**config.mk**
```make
export PLATFORM = sky130hd
export DESIGN_NAME = iter_mdu_flat
export DESIGN_NICKNAME = d
export VERILOG_FILES = /design/src/rtl/iter_mdu_if.sv /design/src/rtl/iter_mdu.sv /design/src/flat_wrapper.sv
export SDC_FILE = /design/constraint.sdc
export NUM_CORES = 1
export LEC_CHECK = 0
export ABC_AREA = 1
export CORE_MARGIN = 4
export CORE_UTILIZATION = 52
export CTS_CLUSTER_DIAMETER = 150
export DETAILED_ROUTE_END_ITERATION = 10
export HOLD_SLACK_MARGIN = 0.1
export PLACE_DENSITY = 0.71
export SLEW_MARGIN = 0
export SYNTH_ARGS = -nofsm -noshare
export SYNTH_HDL_FRONTEND = slang
export SYNTH_SLANG_ARGS = --single-unit
```
**constraint.sdc**
```tcl
create_clock -name clk -period 13.4 [get_ports clk]
set_input_delay 2.01 -clock clk [delete_from_list [all_inputs] [get_ports clk]]
set_output_delay 2.01 -clock clk [all_outputs]
set_load 0.01 [all_outputs]
```
**src/rtl/iter_mdu_if.sv**
```systemverilog
// -----------------------------------------------------------------------------
// iter_mdu_if
// Bundle of handshake and data signals between the integer execute stage and
// the iterative multiply/divide unit.
//
//   req   start request (sampled by the unit only while not busy)
//   Op    operation code (000 NOP, 001 MULH, 010 MULHU, 011 MULW,
//         100 DIVW, 101 DIVWU, 110/111 NOP)
//   A, B  operands, bit 0 is the MSB
//   C     result (product half or quotient)
//   R     remainder (DIV ops), 0 for MUL ops
//   D     flags {OV, LT, GT, EQ}
//   cnt   iterations remaining in CALC, 0 otherwise
//   busy  high while the unit is computing
//   ack   one-cycle completion pulse
//
// Modports: master = requester (drives req/Op/A/B), slave = the unit.
// -----------------------------------------------------------------------------
interface iter_mdu_if #(
  parameter int WIDTH = 32,
  parameter int CNT_W = 6
);
  logic               req;
  logic [2:0]         Op;
  logic [0:WIDTH-1]   A;
  logic [0:WIDTH-1]   B;
  logic [0:WIDTH-1]   C;
  logic [0:WIDTH-1]   R;
  logic [3:0]         D;
  logic [CNT_W-1:0]   cnt;
  logic               busy;
  logic               ack;

  modport master (
    output req, Op, A, B,
    input  C, R, D, cnt, busy, ack
  );

  modport slave (
    input  req, Op, A, B,
    output C, R, D, cnt, busy, ack
  );
endinterface

```
**src/rtl/iter_mdu.sv**
```systemverilog
// -----------------------------------------------------------------------------
// iter_mdu
// Iterative multiply/divide unit. One radix-2 step per cycle on operand
// magnitudes (shift-add multiply, restoring divide), then one FIX cycle that
// applies the sign correction and loads the registered C/R/D outputs.
//
// Ports:
//   clk   rising-edge clock
//   rst   synchronous active-high reset
//   bus   iter_mdu_if.slave (req/Op/A/B in; C/R/D/cnt/busy/ack out)
//
// Parameters:
//   WIDTH  operand/result width (even, >= 8)
//   CNT_W  width of cnt, 2**CNT_W > WIDTH
//
// Build option:
//   MDU_EARLY_OUT_EN  when defined, MUL ops leave CALC as soon as all remaining
//                     multiplier-magnitude bits are zero. Results are unchanged;
//                     DIV timing is unaffected.
// -----------------------------------------------------------------------------
module iter_mdu #(
  parameter int WIDTH = 32,
  parameter int CNT_W = 6
) (
  input  logic       clk,
  input  logic       rst,
  iter_mdu_if.slave  bus
);

  typedef enum logic [1:0] {
    S_IDLE,
    S_CALC,
    S_FIX,
    S_DONE
  } state_e;

  localparam logic [2:0] OP_MULH  = 3'b001;
  localparam logic [2:0] OP_MULHU = 3'b010;
  localparam logic [2:0] OP_MULW  = 3'b011;
  localparam logic [2:0] OP_DIVW  = 3'b100;
  localparam logic [2:0] OP_DIVWU = 3'b101;

  localparam logic [WIDTH-1:0] MOST_NEG = {1'b1, {(WIDTH-1){1'b0}}};

  // ---------------------------------------------------------------------------
  // Request decode (operands re-ordered to [MSB:0]; value is unchanged)
  // ---------------------------------------------------------------------------
  logic [WIDTH-1:0] w_a;
  logic [WIDTH-1:0] w_b;
  logic             w_in_valid;
  logic             w_in_signed;
  logic             w_in_div;
  logic             w_sign_a;
  logic             w_sign_b;
  logic [WIDTH-1:0] w_mag_a;
  logic [WIDTH-1:0] w_mag_b;
  logic             w_divz;
  logic             w_ovf;
  logic             w_accept;

  state_e r_state;
  state_e w_state_nxt;

  assign w_a         = bus.A;
  assign w_b         = bus.B;
  assign w_in_valid  = (bus.Op == OP_MULH) || (bus.Op == OP_MULHU) ||
                       (bus.Op == OP_MULW) || (bus.Op == OP_DIVW)  ||
                       (bus.Op == OP_DIVWU);
  assign w_in_signed = (bus.Op == OP_MULH) || (bus.Op == OP_MULW) ||
                       (bus.Op == OP_DIVW);
  assign w_in_div    = (bus.Op == OP_DIVW) || (bus.Op == OP_DIVWU);
  assign w_sign_a    = w_in_signed && w_a[WIDTH-1];
  assign w_sign_b    = w_in_signed && w_b[WIDTH-1];
  // Magnitude of the most-negative value is 2**(WIDTH-1), which is exact
  // when read as unsigned.
  assign w_mag_a     = w_sign_a ? (~w_a + 1'b1) : w_a;
  assign w_mag_b     = w_sign_b ? (~w_b + 1'b1) : w_b;
  assign w_divz      = w_in_div && (w_b == '0);
  assign w_ovf       = (bus.Op == OP_DIVW) && (w_a == MOST_NEG) && (w_b == '1);
  assign w_accept    = ((r_state == S_IDLE) || (r_state == S_DONE)) &&
                       bus.req && w_in_valid;

  // ---------------------------------------------------------------------------
  // Working registers
  // ---------------------------------------------------------------------------
  logic [2:0]         r_op;
  logic               r_sign_a;   // dividend sign, also the remainder sign
  logic               r_neg;      // operand signs differ
  logic               r_divz;
  logic               r_ovf;
  logic [2*WIDTH-1:0] r_acc;      // product accumulator
  logic [2*WIDTH-1:0] r_mcand;    // multiplicand, shifted left each step
  logic [WIDTH-1:0]   r_shf;      // MUL: multiplier (shifts right); DIV: dividend -> quotient
  logic [WIDTH-1:0]   r_rem;      // partial remainder (always < divisor between steps)
  logic [WIDTH-1:0]   r_dvsr;
  logic [CNT_W-1:0]   r_cnt;

  logic [WIDTH-1:0]   r_c;
  logic [WIDTH-1:0]   r_r;
  logic [3:0]         r_d;

  logic               w_is_div;
  logic               w_last;

  assign w_is_div = r_op[2];

`ifdef MDU_EARLY_OUT_EN
  // Exit once the multiplier bits still to be consumed are all zero.
  assign w_last = (r_cnt == '0) || (!w_is_div && (r_shf[WIDTH-1:1] == '0));
`else
  assign w_last = (r_cnt == '0);
`endif

  // ---------------------------------------------------------------------------
  // Restoring divide step: the WIDTH+1-bit shifted partial remainder is
  // compared with the divisor; on success the difference fits in WIDTH bits.
  // ---------------------------------------------------------------------------
  logic [WIDTH:0]   w_rem_sh;
  logic             w_q_bit;
  logic [WIDTH-1:0] w_rem_sub;

  assign w_rem_sh  = {r_rem, r_shf[WIDTH-1]};
  assign w_q_bit   = (w_rem_sh >= {1'b0, r_dvsr});
  assign w_rem_sub = w_rem_sh[WIDTH-1:0] - r_dvsr;

  // ---------------------------------------------------------------------------
  // FIX: sign correction and result selection
  // ---------------------------------------------------------------------------
  logic [2*WIDTH-1:0] w_prod;
  logic [WIDTH-1:0]   w_quo;
  logic [WIDTH-1:0]   w_rem_s;
  logic [WIDTH-1:0]   w_c;
  logic [WIDTH-1:0]   w_r;
  logic               w_ov;
  logic [3:0]         w_d;

  // NOTE: every signal written in this block gets a default first, so no
  // path leaves one unassigned and no latch is inferred.
  always_comb begin
    w_prod  = r_neg    ? (~r_acc + 1'b1) : r_acc;
    w_quo   = r_neg    ? (~r_shf + 1'b1) : r_shf;
    w_rem_s = r_sign_a ? (~r_rem + 1'b1) : r_rem;
    w_c     = '0;
    w_r     = '0;
    w_ov    = 1'b0;
    case (r_op)
      OP_MULH, OP_MULHU: begin
        w_c = w_prod[2*WIDTH-1:WIDTH];
      end
      OP_MULW: begin
        w_c  = w_prod[WIDTH-1:0];
        w_ov = (w_prod[2*WIDTH-1:WIDTH] != {WIDTH{w_prod[WIDTH-1]}});
      end
      OP_DIVW, OP_DIVWU: begin
        // On divide by zero r_rem was loaded with |A|, so w_rem_s is A.
        w_r = w_rem_s;
        if (r_divz) begin
          w_c  = '0;
          w_ov = 1'b1;
        end else begin
          w_c  = w_quo;
          w_ov = r_ovf;
        end
      end
      default: ;
    endcase
    // Signed compare of C against zero.
    w_d = {w_ov, w_c[WIDTH-1], !w_c[WIDTH-1] && (w_c != '0), (w_c == '0)};
  end

  // ---------------------------------------------------------------------------
  // FSM
  // ---------------------------------------------------------------------------
  // NOTE: sequential state uses non-blocking assignments so every register
  // samples the pre-edge values of the others.
  always_ff @(posedge clk) begin
    if (rst) r_state <= S_IDLE;
    else     r_state <= w_state_nxt;
  end

  always_comb begin
    w_state_nxt = r_state;
    case (r_state)
      S_IDLE: begin
        if (w_accept) w_state_nxt = w_divz ? S_FIX : S_CALC;
      end
      S_CALC: begin
        if (w_last) w_state_nxt = S_FIX;
      end
      S_FIX: begin
        w_state_nxt = S_DONE;
      end
      S_DONE: begin
        if (w_accept) w_state_nxt = w_divz ? S_FIX : S_CALC;
        else          w_state_nxt = S_IDLE;
      end
      default: w_state_nxt = S_IDLE;
    endcase
  end

  // ---------------------------------------------------------------------------
  // Datapath
  // ---------------------------------------------------------------------------
  // NOTE: only architecturally visible registers are reset; working registers
  // are always loaded on accept before they are read, so they need no reset.
  always_ff @(posedge clk) begin
    if (rst) begin
      r_cnt <= '0;
      r_c   <= '0;
      r_r   <= '0;
      r_d   <= '0;
    end else begin
      if (w_accept) begin
        r_op     <= bus.Op;
        r_sign_a <= w_sign_a;
        r_neg    <= w_sign_a ^ w_sign_b;
        r_divz   <= w_divz;
        r_ovf    <= w_ovf;
        r_acc    <= '0;
        r_mcand  <= {{WIDTH{1'b0}}, w_mag_a};
        r_shf    <= w_in_div ? w_mag_a : w_mag_b;
        r_rem    <= w_divz ? w_mag_a : '0;
        r_dvsr   <= w_mag_b;
        r_cnt    <= w_divz ? '0 : CNT_W'(WIDTH - 1);
      end else if (r_state == S_CALC) begin
        if (w_is_div) begin
          r_shf <= {r_shf[WIDTH-2:0], w_q_bit};
          r_rem <= w_q_bit ? w_rem_sub : w_rem_sh[WIDTH-1:0];
        end else begin
          r_acc   <= r_acc + (r_shf[0] ? r_mcand : '0);
          r_mcand <= r_mcand << 1;
          r_shf   <= r_shf >> 1;
        end
        r_cnt <= w_last ? '0 : (r_cnt - CNT_W'(1));
      end

      if (r_state == S_FIX) begin
        r_c <= w_c;
        r_r <= w_r;
        r_d <= w_d;
      end
    end
  end

  // ---------------------------------------------------------------------------
  // Outputs
  // ---------------------------------------------------------------------------
  assign bus.C    = r_c;
  assign bus.R    = r_r;
  assign bus.D    = r_d;
  assign bus.cnt  = r_cnt;
  assign bus.busy = (r_state == S_CALC) || (r_state == S_FIX);
  assign bus.ack  = (r_state == S_DONE);

endmodule

```
**src/flat_wrapper.sv**
```systemverilog
// flat-port wrapper written by rule: the top's interface ports become plain ports
module iter_mdu_flat 
#(
  parameter int WIDTH = 32,
  parameter int CNT_W = 6
)
  (clk, rst, bus_req, bus_Op, bus_A, bus_B, bus_C, bus_R, bus_D, bus_cnt, bus_busy, bus_ack);
  iter_mdu_if #(.WIDTH(WIDTH), .CNT_W(CNT_W)) bus_i ();
  input  logic clk;
  input  logic rst;
  input wire logic [$bits(bus_i.req)-1:0] bus_req;
  input wire logic [$bits(bus_i.Op)-1:0] bus_Op;
  input wire logic [$bits(bus_i.A)-1:0] bus_A;
  input wire logic [$bits(bus_i.B)-1:0] bus_B;
  output wire logic [$bits(bus_i.C)-1:0] bus_C;
  output wire logic [$bits(bus_i.R)-1:0] bus_R;
  output wire logic [$bits(bus_i.D)-1:0] bus_D;
  output wire logic [$bits(bus_i.cnt)-1:0] bus_cnt;
  output wire logic [$bits(bus_i.busy)-1:0] bus_busy;
  output wire logic [$bits(bus_i.ack)-1:0] bus_ack;
  assign bus_i.req = bus_req;
  assign bus_i.Op = bus_Op;
  assign bus_i.A = bus_A;
  assign bus_i.B = bus_B;
  assign bus_C = bus_i.C;
  assign bus_R = bus_i.R;
  assign bus_D = bus_i.D;
  assign bus_cnt = bus_i.cnt;
  assign bus_busy = bus_i.busy;
  assign bus_ack = bus_i.ack;
  iter_mdu #(.WIDTH(WIDTH), .CNT_W(CNT_W)) u_core (.clk(clk), .rst(rst), .bus(bus_i));
endmodule
```
==> results of run 1 <==
path summary, 6_finish.rpt:
kind	depth (start not counted)	to
setup / recovery	16	u_core.r_mcand[24]$_DFFE_PP_
hold / removal	2	u_core.bus.R[3]$_SDFFE_PP0P_
setup reg to reg	11	u_core.r_mcand[24]$_DFFE_PP_
hold reg to reg	2	u_core.bus.R[3]$_SDFFE_PP0P_
kinds of logic (layout without fill, tap and decap cells):
kind of cell | after synthesis | after routing | share of synthesized area, %
AO/OA/AOI/OAI | 776 | 776 | 16.78
other | 0 | 1 | 0
XOR/XNOR | 82 | 82 | 2.735
adder cells (fa/ha/maj) | 110 | 110 | 5.299
AND/OR/NAND/NOR | 2014 | 2014 | 32.45
flip-flops | 306 | 306 | 32.14
buffers and inverters | 722 | 850 | 10.59
synth_stat cells, drive strengths merged, types with 5 or more instances:
master	instances
ha	108
o21a	23
a31oi	37
o31ai	5
nand3b	22
dfxtp	75
nand2	995
xnor2	23
a22oi	11
inv	606
a21oi	288
o21ai	301
o22ai	5
a21o	21
nor2	588
xor2	59
nand3	288
nor3	46
buf	40
clkbuf	73
nor4	12
edfxtp	231
o221ai	22
or2	10
nand4	48
o211ai	32
o21bai	13
power by group:
part	total (mW)	switching, mW	internal, mW
sequential	1.54	0.235	1.31
combinational	2.08	1.38	0.697
clock	1.08	0.436	0.640
total	4.69	2.05	2.64
routing by layer:
| layer | vias up | wire length (um) |
|---|---|---|
| met4 | 6 | 2813 |
| met1 | 12620 | 40570 |
| met3 | 172 | 10600 |
| li1 | 13430 | - |
| met5 | - | 41 |
| met2 | 1285 | 40960 |
placed cells by master, fill, tap and decap left out, types with 5 or more instances in the layout:
master | Yosys | routed
sky130_fd_sc_hd__o221ai_1 | 22 | 22
sky130_fd_sc_hd__a31oi_1 | 37 | 37
sky130_fd_sc_hd__o21a_1 | 23 | 23
sky130_fd_sc_hd__o21ai_2 | 6 | 6
sky130_fd_sc_hd__nand4_1 | 47 | 47
sky130_fd_sc_hd__inv_1 | 600 | 599
sky130_fd_sc_hd__o211ai_1 | 32 | 32
sky130_fd_sc_hd__clkbuf_16 | 0 | 40
sky130_fd_sc_hd__clkinv_2 | 0 | 6
sky130_fd_sc_hd__o21ai_0 | 259 | 259
sky130_fd_sc_hd__nand2_1 | 976 | 975
sky130_fd_sc_hd__ha_1 | 108 | 108
sky130_fd_sc_hd__nand2_4 | 6 | 7
sky130_fd_sc_hd__o21bai_1 | 12 | 12
sky130_fd_sc_hd__nor4_1 | 11 | 11
sky130_fd_sc_hd__nand2_2 | 13 | 13
sky130_fd_sc_hd__nand3_1 | 284 | 284
sky130_fd_sc_hd__xor2_1 | 59 | 59
sky130_fd_sc_hd__nand3b_1 | 22 | 22
sky130_fd_sc_hd__a22oi_1 | 11 | 11
sky130_fd_sc_hd__o21ai_1 | 35 | 35
sky130_fd_sc_hd__xnor2_1 | 23 | 23
sky130_fd_sc_hd__inv_2 | 6 | 6
sky130_fd_sc_hd__dfxtp_1 | 75 | 75
sky130_fd_sc_hd__a21oi_1 | 285 | 285
sky130_fd_sc_hd__nor2_4 | 6 | 7
sky130_fd_sc_hd__or2_2 | 8 | 8
sky130_fd_sc_hd__nor2_2 | 18 | 19
sky130_fd_sc_hd__nor3_2 | 6 | 6
sky130_fd_sc_hd__nor3_1 | 40 | 40
sky130_fd_sc_hd__o22ai_1 | 5 | 5
sky130_fd_sc_hd__clkdlybuf4s50_1 | 0 | 144
sky130_fd_sc_hd__a21o_1 | 21 | 21
sky130_fd_sc_hd__o31ai_1 | 5 | 5
sky130_fd_sc_hd__clkinv_1 | 3 | 6
sky130_fd_sc_hd__nor2_1 | 562 | 560
sky130_fd_sc_hd__buf_4 | 4 | 28
sky130_fd_sc_hd__edfxtp_1 | 231 | 231
sequential cells by signal, summed over array words and instances, names as in the netlist, 3 cells and up:
register	cells
u_core.bus.C	31
u_core.bus.D	4
u_core.bus.R	32
u_core.bus.cnt	6
u_core.r_acc	64
u_core.r_dvsr	32
u_core.r_mcand	64
u_core.r_op	3
u_core.r_rem	32
u_core.r_shf	32
worst register-to-register path, cell delays in order (launching register included):
cell,delay [ps]
sky130_fd_sc_hd__dfxtp_1,360
sky130_fd_sc_hd__inv_1,110
sky130_fd_sc_hd__ha_1,350
sky130_fd_sc_hd__nor2_1,470
sky130_fd_sc_hd__nand2_4,450
sky130_fd_sc_hd__inv_2,240
sky130_fd_sc_hd__buf_4,740
sky130_fd_sc_hd__nor2_1,510
sky130_fd_sc_hd__inv_1,580
sky130_fd_sc_hd__nand2_1,200
sky130_fd_sc_hd__inv_4,530
sky130_fd_sc_hd__buf_4,900
area by class of cell:
type	count	share of cell area [%]
diodes	1	0.008465
inverters	609	7.741
clock buffers	47	3.576
repair buffers	173	5.604
flip-flops and latches	306	28.54
well taps	672	2.844
clock inverters	21	0.7618
multi-input cells	2982	50.92
==> flow_results.xml, run 1 <==
<?xml version="1.0" encoding="UTF-8"?>
<metrics>
  <group name="placement">
    <metric name="placed_area" unit="sq um">28280</metric>
    <metric name="port_buffers" unit="">145</metric>
    <metric name="routability_congestion_estimate_from_global_placement" unit="">1.040</metric>
    <metric name="hpwl" unit="um">74880</metric>
    <metric name="placement_stage_worst_setup_slack" unit="ps">5189</metric>
    <metric name="place_inst" unit="">4742</metric>
  </group>
  <group name="clock_tree">
    <metric name="root_buffer" unit="">sky130_fd_sc_hd__clkbuf_16</metric>
    <metric name="cts_repair_resize_count" unit="">0</metric>
    <metric name="tritoncts" unit="">yes</metric>
    <metric name="postCtsHoldBufs" unit="">0</metric>
    <metric name="cts-buffers-inserted" unit="">37</metric>
    <metric name="cts.clk_slew.worst_paths" unit="ps">60</metric>
    <metric name="clock-sinks" unit="">306</metric>
    <metric name="cts_htree_levels" unit="">2</metric>
    <metric name="cts-root-to-sink-buffers" unit="">3</metric>
    <metric name="worst_skew_pair.late_latency" unit="ps">570</metric>
    <metric name="cts.repair_timing.setup_buffer_count" unit="">0</metric>
  </group>
  <group name="sta">
    <metric name="final.setup.worst_slack" unit="ps">5676</metric>
    <metric name="worst-slew-pin-transition" unit="ps">1028</metric>
    <metric name="hold_violations" unit="">0</metric>
    <metric name="finalSetupViolations" unit="">0</metric>
    <metric name="setup_tns" unit="ps">0</metric>
    <metric name="achievable-frequency" unit="GHz">0.1295</metric>
    <metric name="timing.hold.ws" unit="ps">461.8</metric>
    <metric name="final_worst_path_period_need" unit="ps">7724</metric>
    <metric name="period_share" unit="%">57.64</metric>
    <metric name="slew_headroom" unit="%">31.46</metric>
    <metric name="rsz0062_at_grt" unit="">no</metric>
    <metric name="final_max_slew_viol_count" unit="">0</metric>
    <metric name="fin_worst_skew" unit="ps">21.90</metric>
  </group>
  <group name="grt">
    <metric name="grt_pass1_wl" unit="um">143600</metric>
    <metric name="groute.layer.met2.usage" unit="%">52.80</metric>
    <metric name="grt_util_met3" unit="%">7.591</metric>
    <metric name="gr-usage-met1" unit="%">48.41</metric>
    <metric name="grt.overflow.total" unit="">0</metric>
    <metric name="first_global_vias" unit="">24880</metric>
    <metric name="antenna_found_initial" unit="">3</metric>
    <metric name="grt.total_usage" unit="%">34.17</metric>
    <metric name="grt_max_degree" unit="">105</metric>
    <metric name="globalRoute.busiestLayer" unit="">met2</metric>
  </group>
  <group name="layout">
    <metric name="post-route-util" unit="%">59.05</metric>
    <metric name="stdcell_area" unit="sq um">29560</metric>
    <metric name="drive_gt1_share" unit="%">4.302</metric>
    <metric name="finalNetCount" unit="">4289</metric>
    <metric name="synthToLayoutAreaGrowth" unit="%">12.60</metric>
    <metric name="fillers" unit="">5103</metric>
    <metric name="multi_input_logic_area" unit="sq um">15050</metric>
    <metric name="regArea" unit="sq um">8438</metric>
    <metric name="finish.cell_count_without_fillers" unit="">4811</metric>
  </group>
  <group name="route">
    <metric name="first_iter_violations" unit="">3192</metric>
    <metric name="wl" unit="um">94990</metric>
    <metric name="wire_per_inst" unit="um">19.74</metric>
    <metric name="antenna_violating_nets_post_route" unit="">0</metric>
    <metric name="dr.pass1.iters" unit="">6</metric>
    <metric name="remaining_drc_errors" unit="">0</metric>
    <metric name="detailroute.via_count" unit="">27510</metric>
    <metric name="drt-vias-per-instance" unit="">5.718</metric>
  </group>
  <group name="synth">
    <metric name="postSynth.asyncResetShare" unit="%">0</metric>
    <metric name="postSynthRegisterBits" unit="">306</metric>
    <metric name="synthesis.area" unit="sq um">26260</metric>
    <metric name="mappedNetlistNets" unit="">4190</metric>
    <metric name="synth_sequential_area_ratio" unit="%">32.14</metric>
    <metric name="synth.largest_area_cell" unit="">sky130_fd_sc_hd__edfxtp_1</metric>
    <metric name="yosys_warnings" unit="">0</metric>
    <metric name="synthesis.instances" unit="">4010</metric>
    <metric name="post_synth_main_area_contributors" unit="">sky130_fd_sc_hd__edfxtp_1 (26%), sky130_fd_sc_hd__nand2_1 (14%), sky130_fd_sc_hd__inv_1 (8.6%)</metric>
    <metric name="post_synthesis_area_per_instance" unit="sq um">6.547</metric>
    <metric name="synth_enable_flop_cells" unit="">231</metric>
    <metric name="synth_top_area_share" unit="%">26.42</metric>
    <metric name="synth_cell_type_count" unit="">64</metric>
    <metric name="postSynth.topFlopCell" unit="">sky130_fd_sc_hd__edfxtp_1</metric>
  </group>
  <group name="critical_path">
    <metric name="timing.reg2reg.setup_slack" unit="ps">7520</metric>
    <metric name="path_common_cell" unit="">sky130_fd_sc_hd__inv_1</metric>
    <metric name="setup.worst_path.class" unit="">in2reg</metric>
    <metric name="crit_path_cell_trace" unit="">clkdlybuf4s50_1 -&gt; inv_1 -&gt; nor3_2 -&gt; inv_1 -&gt; nand2_1 -&gt; buf_4 -&gt; inv_1 -&gt; nand2_1 -&gt; nand2_4 -&gt; inv_2 -&gt; buf_4 -&gt; nor2_1 -&gt; inv_1 -&gt; nand2_1 -&gt; inv_4 -&gt; buf_4</metric>
    <metric name="critical_path_arrival" unit="ps">7900</metric>
    <metric name="critPathTopFamily" unit="">buffers and inverters</metric>
    <metric name="timing.critical_path.from" unit="">bus_Op[2]</metric>
    <metric name="critPathRequiredTime" unit="ps">13570</metric>
    <metric name="regToRegStartpoint" unit="">u_core.r_state[0]$_SDFFE_PP0P_</metric>
    <metric name="crit_path_start_kind" unit="">primary input</metric>
    <metric name="path_buf_inv" unit="">10</metric>
    <metric name="worstSetupEndpointType" unit="">register</metric>
    <metric name="critical_path.max_fanout" unit="">86</metric>
    <metric name="cp_slowest_stage_delay" unit="ps">890</metric>
    <metric name="slowest_stage" unit="">sky130_fd_sc_hd__buf_4</metric>
  </group>
  <group name="floorplan">
    <metric name="die_area" unit="sq um">54150</metric>
    <metric name="io_pins" unit="">146</metric>
    <metric name="initial_core_utilization" unit="%">52.44</metric>
    <metric name="core-area" unit="sq um">50070</metric>
    <metric name="dieHeight" unit="um">232.7</metric>
    <metric name="die_width" unit="um">232.7</metric>
    <metric name="fp-row-count" unit="">82</metric>
  </group>
  <group name="power">
    <metric name="ir_worst_vdd" unit="V">0.0001260</metric>
    <metric name="static-leakage-power" unit="nW">13.45</metric>
    <metric name="p_per_area" unit="nW/um^2">158.7</metric>
    <metric name="p_total" unit="mW">4.693</metric>
  </group>
  <group name="min_path">
    <metric name="min_path_type" unit="">reg2reg</metric>
    <metric name="hp-start" unit="">u_core.bus.R[3]$_SDFFE_PP0P_</metric>
  </group>
  <group name="job">
    <metric name="timing.max_cap.violations" unit="">0</metric>
  </group>
  <group name="status">
    <metric name="status" unit="">complete, no violations</metric>
  </group>
</metrics>
No activity file was read; power rests on OpenSTA's default activity.
==> inputs of run 2 (changes only) <==
==> constraint.sdc (replaced) <==
create_clock -name clk -period 7.3 [get_ports clk]
set_input_delay 1.095 -clock clk [delete_from_list [all_inputs] [get_ports clk]]
set_output_delay 1.095 -clock clk [all_outputs]
set_load 0.01 [all_outputs]
==> flow_results.xml, run 2 (same netlist as run 1, synthesis figures left out) <==
<?xml version="1.0" encoding="UTF-8"?>
<metrics>
  <group name="layout">
    <metric name="biggestRegsByFlops" unit="">u_core.r_acc: 64 flops, u_core.r_mcand: 64 flops</metric>
    <metric name="layout.cells.most_common_list" unit="">sky130_fd_sc_hd__nand2_1 (975), sky130_fd_sc_hd__inv_1 (599), sky130_fd_sc_hd__nor2_1 (560), sky130_fd_sc_hd__a21oi_1 (285), sky130_fd_sc_hd__nand3_1 (284)</metric>
    <metric name="commonest_non_fill_non_tap_cell_in_the_layout" unit="">sky130_fd_sc_hd__nand2_1</metric>
    <metric name="multi_input_logic_area" unit="sq um">15050</metric>
    <metric name="finish.cell_count_without_fillers" unit="">4809</metric>
    <metric name="finalNetCount" unit="">4290</metric>
    <metric name="drive_gt1_share" unit="%">4.230</metric>
    <metric name="synthToLayoutAreaGrowth" unit="%">12.39</metric>
    <metric name="regArea" unit="sq um">8438</metric>
    <metric name="stdcell_area" unit="sq um">29510</metric>
    <metric name="antennaDiodeCount" unit="">0</metric>
    <metric name="post-route-util" unit="%">58.93</metric>
    <metric name="fillers" unit="">5009</metric>
  </group>
  <group name="critical_path">
    <metric name="critical_path.max_fanout" unit="">78</metric>
    <metric name="path_buf_inv" unit="">8</metric>
    <metric name="cp_slowest_stage_delay" unit="ps">550</metric>
    <metric name="crit_path_start_kind" unit="">primary input</metric>
    <metric name="critPathTopFamily" unit="">buffers and inverters</metric>
    <metric name="critical_path_arrival" unit="ps">5010</metric>
    <metric name="critPathRequiredTime" unit="ps">7510</metric>
    <metric name="slowest_stage" unit="">sky130_fd_sc_hd__inv_1</metric>
    <metric name="path_common_cell" unit="">sky130_fd_sc_hd__inv_1</metric>
    <metric name="crit_path_cell_trace" unit="">clkdlybuf4s50_1 -&gt; inv_1 -&gt; nor3_2 -&gt; inv_1 -&gt; nand2_1 -&gt; inv_1 -&gt; nand2_1 -&gt; nand2_4 -&gt; inv_2 -&gt; nor2_1 -&gt; inv_1 -&gt; nand2_1 -&gt; inv_4 -&gt; buf_12</metric>
    <metric name="setup.worst_path.class" unit="">in2reg</metric>
    <metric name="worstSetupEndpointType" unit="">register</metric>
  </group>
  <group name="min_path">
    <metric name="min_path_type" unit="">reg2reg</metric>
  </group>
  <group name="sta">
    <metric name="timing.hold.ws" unit="ps">459.6</metric>
    <metric name="final_worst_path_period_need" unit="ps">4795</metric>
    <metric name="setup_tns" unit="ps">0</metric>
    <metric name="achievable-frequency" unit="GHz">0.2086</metric>
    <metric name="final_max_slew_viol_count" unit="">0</metric>
    <metric name="final.setup.worst_slack" unit="ps">2505</metric>
    <metric name="worst-slew-pin-transition" unit="ps">1311</metric>
    <metric name="slew_headroom" unit="%">11.68</metric>
    <metric name="fin_worst_skew" unit="ps">34.24</metric>
    <metric name="rsz0062_at_grt" unit="">no</metric>
    <metric name="period_share" unit="%">65.69</metric>
    <metric name="hold_violations" unit="">0</metric>
    <metric name="finalSetupViolations" unit="">0</metric>
  </group>
  <group name="grt">
    <metric name="antenna_found_initial" unit="">3</metric>
    <metric name="grt.overflow.total" unit="">0</metric>
    <metric name="first_global_vias" unit="">25230</metric>
    <metric name="grt_max_degree" unit="">146</metric>
    <metric name="grt.total_usage" unit="%">34.35</metric>
    <metric name="grt_pass1_wl" unit="um">144800</metric>
  </group>
  <group name="route">
    <metric name="antenna_violating_nets_post_route" unit="">0</metric>
    <metric name="detailroute.via_count" unit="">27570</metric>
    <metric name="dr.pass1.iters" unit="">6</metric>
    <metric name="wl" unit="um">94970</metric>
    <metric name="drt-vias-per-instance" unit="">5.733</metric>
    <metric name="first_iter_violations" unit="">3094</metric>
    <metric name="remaining_drc_errors" unit="">0</metric>
    <metric name="wire_per_inst" unit="um">19.75</metric>
  </group>
  <group name="placement">
    <metric name="hpwl" unit="um">75230</metric>
    <metric name="place_inst" unit="">4741</metric>
    <metric name="placement_stage_worst_setup_slack" unit="ps">1945</metric>
    <metric name="port_buffers" unit="">145</metric>
    <metric name="placed_area" unit="sq um">28300</metric>
    <metric name="routability_congestion_estimate_from_global_placement" unit="">1.038</metric>
  </group>
  <group name="clock_tree">
    <metric name="cts-root-to-sink-buffers" unit="">3</metric>
    <metric name="clock-sinks" unit="">306</metric>
    <metric name="cts_repair_resize_count" unit="">0</metric>
    <metric name="root_buffer" unit="">sky130_fd_sc_hd__clkbuf_16</metric>
    <metric name="tritoncts" unit="">yes</metric>
    <metric name="cts.clk_slew.worst_paths" unit="ps">50</metric>
    <metric name="cts-buffers-inserted" unit="">39</metric>
    <metric name="cts_htree_levels" unit="">2</metric>
    <metric name="postCtsHoldBufs" unit="">0</metric>
    <metric name="worst_skew_pair.late_latency" unit="ps">570</metric>
    <metric name="cts.repair_timing.setup_buffer_count" unit="">0</metric>
  </group>
  <group name="floorplan">
    <metric name="core-area" unit="sq um">50070</metric>
    <metric name="io_pins" unit="">146</metric>
    <metric name="die_width" unit="um">232.7</metric>
    <metric name="initial_core_utilization" unit="%">52.44</metric>
    <metric name="fp-row-count" unit="">82</metric>
    <metric name="dieHeight" unit="um">232.7</metric>
    <metric name="die_area" unit="sq um">54150</metric>
  </group>
  <group name="power">
    <metric name="ir_worst_vdd" unit="V">0.0002073</metric>
    <metric name="p_per_area" unit="nW/um^2">289.3</metric>
    <metric name="static-leakage-power" unit="nW">13.43</metric>
    <metric name="p_total" unit="mW">8.535</metric>
  </group>
  <group name="status">
    <metric name="status" unit="">complete, no violations</metric>
  </group>
  <group name="job">
    <metric name="timing.max_cap.violations" unit="">0</metric>
  </group>
</metrics>
[run 2: cell count changes in the layout (fill, tap and decap cells not counted), moves of 2 or more]
cell / change
sky130_fd_sc_hd__bufinv_16: -4
sky130_fd_sc_hd__buf_4: -3
sky130_fd_sc_hd__buf_12: +2
sky130_fd_sc_hd__clkbuf_1: +2
sky130_fd_sc_hd__clkbuf_8: +2
sky130_fd_sc_hd__clkinv_8: +2
sky130_fd_sc_hd__clkinvlp_4: -2
[run 2: path summary, 6_finish.rpt]
| path | from | to | slack [ps] | cells after the start |
|---|---|---|---|---|
| max | bus_Op[2] | u_core.r_mcand[46]$_SDFFCE_PP0P_ | 2500 | 14 |
| min | u_core.bus.R[10]$_SDFFE_PP0P_ | u_core.bus.R[10]$_SDFFE_PP0P_ | 460 | 2 |
| max reg2reg | u_core.r_state[0]$_SDFFE_PP0P_ | u_core.r_mcand[46]$_SDFFCE_PP0P_ | 3060 | 10 |
| min reg2reg | u_core.bus.R[10]$_SDFFE_PP0P_ | u_core.bus.R[10]$_SDFFE_PP0P_ | 460 | 2 |
[run 2: tightest hold or removal path: stages, from the launching register on]
cell                      delay, ps
sky130_fd_sc_hd__dfxtp_1        300
sky130_fd_sc_hd__nand2_1         60
sky130_fd_sc_hd__a21oi_1         50
[run 2: cell type report]
type,instances,area share (%)
multi-input combinational,2982,51.02
clock inverter,16,0.3774
clock buffer,52,3.727
timing repair buffer,172,5.674
inverter,609,7.756
sequential,306,28.60
tap,672,2.850
[run 2: power by group]
group	switching (mW)	internal (mW)	total, mW
sequential	0.429	2.40	2.83
clock	0.794	1.06	1.86
combinational	2.57	1.28	3.85
total	3.79	4.74	8.54
[run 2: per-layer routing]
layer	wire, um	global-route usage (%)
met1	40290	49.10
met2	39820	51.30
met3	11200	7.872
met4	3617	11.49
met5	34	0
